<file path="config.mk">
export PLATFORM = sky130hd
export DESIGN_NAME = sha256_padder
export DESIGN_NICKNAME = d
export VERILOG_FILES = /design/src/rtl/sha256_pkg.sv /design/src/rtl/sha256_pad_mask.sv /design/src/rtl/sha256_padder.sv
export SDC_FILE = /design/constraint.sdc
export NUM_CORES = 1
export LEC_CHECK = 0
export ABC_AREA = 1
export CORE_AREA = 2 2 136 138
export CTS_CLUSTER_SIZE = 25
export DETAILED_ROUTE_END_ITERATION = 12
export DIE_AREA = 0 0 138 140
export PLACE_DENSITY_LB_ADDON = 0.12
export SLEW_MARGIN = 20
export SYNTH_ARGS = -nofsm -noshare
export SYNTH_HDL_FRONTEND = slang
export SYNTH_SLANG_ARGS = --single-unit
</file>
<file path="constraint.sdc">
create_clock -name clk -period 2 [get_ports clk]
set_input_delay 0.2 -clock clk [delete_from_list [all_inputs] [get_ports clk]]
set_output_delay 0.2 -clock clk [all_outputs]
set_load 0.05 [all_outputs]
</file>
<file path="src/rtl/sha256_pkg.sv">
// Shared types and constants for the SHA-256 input padder.
package sha256_pkg;

  typedef enum logic [2:0] {
    IDLE,
    DATA,
    PAD,
    ZERO,
    LENHI,
    LENLO,
    DONE
  } state_t;

  localparam int SHA256_BLK_WORDS = 16;
  localparam int SHA256_LEN_IDX   = 14;
  localparam int SHA256_IDX_W     = $clog2(SHA256_BLK_WORDS);

  localparam logic [31:0] SHA256_PAD_WORD = 32'h80000000;

endpackage

</file>
<file path="src/rtl/sha256_pad_mask.sv">
// Last-word masking: keeps the first n bytes, places 0x80 in byte n, clears the rest.
module sha256_pad_mask (
  input  logic [31:0] data,
  input  logic [2:0]  n,
  output logic [31:0] masked
);

  // n of 4 or more means the whole word is message data
  always_comb begin
    masked = data;
    case (n)
      3'd0:    masked = {8'h80, 24'h000000};
      3'd1:    masked = {data[31:24], 8'h80, 16'h0000};
      3'd2:    masked = {data[31:16], 8'h80, 8'h00};
      3'd3:    masked = {data[31:8], 8'h80};
      default: masked = data;
    endcase
  end

endmodule

</file>
<file path="src/rtl/sha256_padder.sv">
// SHA-256 message padder feeding the engine's input FIFO with whole 512-bit blocks.
// Optional block counter enabled by defining SHA256_PADDER_STAT_EN.
module sha256_padder
  import sha256_pkg::*;
#(
  parameter int LEN_W = 64
) (
  input  logic        clk,
  input  logic        rstn,
  input  logic        start_i,
  input  logic        msg_vld_i,
  output logic        msg_rdy_o,
  input  logic [31:0] msg_dat_i,
  input  logic        msg_last_i,
  input  logic [2:0]  msg_bytes_i,
  input  logic        fifo_afull_i,
  output logic        fifo_wr_en_o,
  output logic [31:0] fifo_wr_dat_o,
  output logic        busy_o,
  output logic        done_o,
  output logic [31:0] blk_cnt_o
);

  state_t                  state, state_n;
  logic [SHA256_IDX_W-1:0] idx, idx_n;
  logic [LEN_W-1:0]        bitlen, bitlen_n;
  logic                    wr_en_n;
  logic [31:0]             wr_dat_n;
  logic                    busy_n;
  logic                    done_n;
  logic [31:0]             masked;
  logic [63:0]             len64;
  logic                    can_write;

  sha256_pad_mask u_mask (
    .data   (msg_dat_i),
    .n      (msg_bytes_i),
    .masked (masked)
  );

  assign len64     = 64'(bitlen);
  assign can_write = !fifo_afull_i;
  assign msg_rdy_o = (state == DATA) && can_write;

  always_ff @(posedge clk or negedge rstn) begin
    if (!rstn) begin
      state         <= IDLE;
      idx           <= '0;
      bitlen        <= '0;
      fifo_wr_en_o  <= 1'b0;
      fifo_wr_dat_o <= 32'h0;
      busy_o        <= 1'b0;
      done_o        <= 1'b0;
    end else begin
      state         <= state_n;
      idx           <= idx_n;
      bitlen        <= bitlen_n;
      fifo_wr_en_o  <= wr_en_n;
      fifo_wr_dat_o <= wr_dat_n;
      busy_o        <= busy_n;
      done_o        <= done_n;
    end
  end

  always_comb begin
    state_n  = state;
    idx_n    = idx;
    bitlen_n = bitlen;
    wr_en_n  = 1'b0;
    wr_dat_n = fifo_wr_dat_o;
    busy_n   = busy_o;
    done_n   = 1'b0;

    case (state)
      IDLE: begin
        if (start_i) begin
          bitlen_n = '0;
          idx_n    = '0;
          busy_n   = 1'b1;
          state_n  = DATA;
        end
      end

      DATA: begin
        if (msg_vld_i && can_write) begin
          wr_en_n = 1'b1;
          idx_n   = idx + 1'b1;
          if (!msg_last_i || msg_bytes_i[2]) begin
            wr_dat_n = msg_dat_i;
            bitlen_n = bitlen + LEN_W'(32);
            if (msg_last_i) begin
              state_n = PAD;
            end
          end else begin
            wr_dat_n = masked;
            bitlen_n = bitlen + LEN_W'({msg_bytes_i, 3'b000});
            state_n  = ZERO;
          end
        end
      end

      PAD: begin
        if (can_write) begin
          wr_en_n  = 1'b1;
          wr_dat_n = SHA256_PAD_WORD;
          idx_n    = idx + 1'b1;
          state_n  = ZERO;
        end
      end

      // The length slot check needs no FIFO space since nothing is written
      ZERO: begin
        if (idx == SHA256_IDX_W'(SHA256_LEN_IDX)) begin
          state_n = LENHI;
        end else if (can_write) begin
          wr_en_n  = 1'b1;
          wr_dat_n = 32'h0;
          idx_n    = idx + 1'b1;
        end
      end

      LENHI: begin
        if (can_write) begin
          wr_en_n  = 1'b1;
          wr_dat_n = len64[63:32];
          idx_n    = idx + 1'b1;
          state_n  = LENLO;
        end
      end

      LENLO: begin
        if (can_write) begin
          wr_en_n  = 1'b1;
          wr_dat_n = len64[31:0];
          idx_n    = idx + 1'b1;
          done_n   = 1'b1;
          busy_n   = 1'b0;
          state_n  = DONE;
        end
      end

      DONE: begin
        state_n = IDLE;
      end

      default: begin
        state_n = IDLE;
      end
    endcase
  end

`ifdef SHA256_PADDER_STAT_EN
  logic [31:0] blk_cnt;

  // A write into the final slot completes one 512-bit block
  always_ff @(posedge clk or negedge rstn) begin
    if (!rstn) begin
      blk_cnt <= 32'h0;
    end else if (wr_en_n && (idx == '1) && (blk_cnt != 32'hFFFFFFFF)) begin
      blk_cnt <= blk_cnt + 32'h1;
    end
  end

  assign blk_cnt_o = blk_cnt;
`else
  assign blk_cnt_o = 32'h0;
`endif

endmodule

</file>
==> results.toml <==
[run_status]
status = "completed"

[sta]
tightestPinTransition_ns = 0.4949
timing.fmax_mhz = 513.1
drv_slew = 0
setup_viol = 0
min_period_ns = 1.949
layout_worst_path_cycle_share = 0.9745
whs_ns = 0.3285
fin_worst_skew_ns = 0.007673
hold_viol = 0
maxSlewHeadroom = 0.6666
rsz0062_at_grt = "true"

[floorplan]
fp.dieH_um = 140
io_pins = 109
rows = 49
core-area_um2 = 17780
die-area_um2 = 19320
start_util = 0.3951
die_w_um = 138

[cts]
cts_buffers = 9
clk_pin_slew_ns = 0.07
ctsRootBufferMaster = "clkbuf_16"
cts_buffer_depth = 2
cts_tree = "done"
clock_sinks = 103
htreeDepth = 3
clkLatencyLatePin_ns = 0.37

[finish]
fillers = 1816
fin_area_um2 = 9035
antenna_cells = 0
mostFrequentLayoutCell = "nand2_1"
nets = 1231
layout-drive-gt1-share = 0.1599
final_cell_mix = "nand2_1 (272), nor2_1 (161), inv_1 (105)"
area_growth_pct = 28.60
utilization = 0.5082

[logic_synthesis]
syn_inst = 1033
avgSynthCellArea_um2 = 6.801
yosysSeqAreaShare = 0.3669
synth_area_um2 = 7025
ys_types = 45
yosysWarnings = 0
ys_ff_latch = 103

[worst_setup_path]
crit_fanout = 6
critPathLaunchType = "flop"
r2r_start = "bitlen[3]"
setup.worst_path.start = "bitlen[3]"
end_kind = "flop"
cp.required_ns = 2.26
critPathKind = "reg -> reg"
cp.arrival_ns = 2.20

[hold_path]
worst_hold_path_type = "in -> async"

[pwr]
comb_power_share = 0.524
clkPwrFrac = 0.188
power_density_nw_per_um2 = 1131
power_frac_seq = 0.288
ir_drop_uv = 1013
internal_power_uw = 5468
p_sw_uw = 4750
switching_share = 0.4649
p_leak_uw = 0.004034

[grt]
grt_use_met2 = 0.3887
use_met1 = 0.3775
grt_pass1_wl_mm = 38.26
grt_start_max_net_pins = 54
grt_pass1_vias = 6720
antenna_found_initial = 0
gr-total-overflow = 0
use_met3 = 0.04821
top_usage_layer = "met2"
grt_usage = 0.2574

[routing]
wl_per_cell_um = 17.35
drc_errors = 0
detail_route.first_pass.iterations = 6
wl_mm = 24.59
ant_nets = 0
viasPerCell = 5.114
vias = 7247
drt_iter0_markers = 675

[placement]
gp_congestion = 0.9436
hpwl_mm = 19.57
placed_area_um2 = 8496
port_buffers = 76

[job]
maxCapViolations = 0
-- flip-flops by register name (all words and copies together) (netlist names) --
name / cells
idx: 4
fifo_wr_en_o: 1
bitlen: 61
done_o: 1
fifo_wr_dat_o: 32
busy_o: 1
state: 3
-- logic make-up after synthesis --
group,share of synthesized area
XOR/XNOR,0.002494
buffers and inverters,0.1154
flip-flops,0.3669
AND/OR/NAND/NOR,0.3592
other,0.0005338
AO/OA/AOI/OAI,0.1419
adder cells (fa/ha/maj),0.01354
-- cells in the mapped netlist, drive strengths merged --
master / n / area [um2]
xnor2: 1 / 8.760
a21oi: 56 / 284.0
nor3b: 1 / 7.510
and3: 1 / 6.260
or2: 2 / 12.51
fa: 1 / 20.02
clkbuf: 9 / 33.78
nand2: 282 / 1069
buf: 46 / 350.3
nor4: 3 / 18.77
o221ai: 4 / 35.03
nor3: 25 / 130.1
o211ai: 5 / 37.54
a31oi: 3 / 18.77
a22oi: 1 / 7.510
and2: 1 / 6.260
o21a: 3 / 22.52
a32o: 1 / 10.01
conb: 1 / 3.750
a32oi: 2 / 17.52
o31ai: 2 / 15.01
nand3: 68 / 392.9
inv: 113 / 426.7
dfrtp: 103 / 2577
nand4: 19 / 118.9
ha: 6 / 75.07
o21ai: 76 / 466.7
o21bai: 1 / 7.510
o22ai: 12 / 75.07
nand3b: 3 / 22.52
nor2: 181 / 739.5
xor2: 1 / 8.760
-- critical path: stages, from the launching register on --
cell and delay (ns):
dfrtp_1 0.42, ha_4 0.18, fa_2 0.36, nand2_2 0.07, a21oi_2 0.07, o21ai_0 0.25
nor2_2 0.12, buf_4 0.15, a31oi_1 0.15, nor2_1 0.06
-- layout make-up --
class	instances	area [um2]	share of cell area
inverter	113	430.4	0.04764
multi-input combinational	793	3900	0.4317
tap	229	286.5	0.03171
timing repair buffer	163	1519	0.1681
clock inverter	6	77.57	0.008586
sequential	103	2582	0.2858
clock buffer	10	239.0	0.02645
-- through the flow --
step	total power, uW	worst slack [ns]	TNS [ns]	instances
5_1_grt	10860	-0.05276	-0.2566	1417
4_1_cts	10120	0.02506	0	1412
2_1_floorplan	6375	0.1039	0	1064
3_5_place_dp	8169	-0.4044	-13.60	1395
3_3_place_gp	8141	-0.3567	-12.13	1395
6_report	10220	0.05099	0	1417
-- power by group through the flow --
stage / clock network (uW) / registers, uW / logic, uW
6_report: 1920 / 2940 / 5360
5_1_grt: 2060 / 3010 / 5790
4_1_cts: 1960 / 2910 / 5240
3_5_place_dp: 0 / 2950 / 5220
3_3_place_gp: 0 / 2950 / 5200
2_1_floorplan: 0 / 3740 / 2640
-- per-layer routing --
metal,wire length (um),part of all wire,vias up
li1,-,-,3590
met1,11800,0.48,3361
met2,10610,0.43,265
met3,1673,0.068,31
met4,508,0.021,0
met5,0,0,-
-- worst paths after layout --
path                               endpoint  slack [ns]  cells after the start
min in group clk           fifo_wr_dat_o[5]        0.47                      2
max                              bitlen[47]        0.05                      9
max in group asynchronous        bitlen[17]        1.01                      3
min                                  idx[0]        0.33                      2
min reg2reg                fifo_wr_dat_o[5]        0.47                      2
max reg2reg                      bitlen[47]        0.05                      9
-- timing repair --
item	in CTS	in global routing
setup endpoints to repair	13	61
gates resized for setup	5	38
setup buffers	0	5
hold endpoints to repair	29	0
hold buffers	1	0
pin swaps	1	12
(Power assumes the default switching activity.)
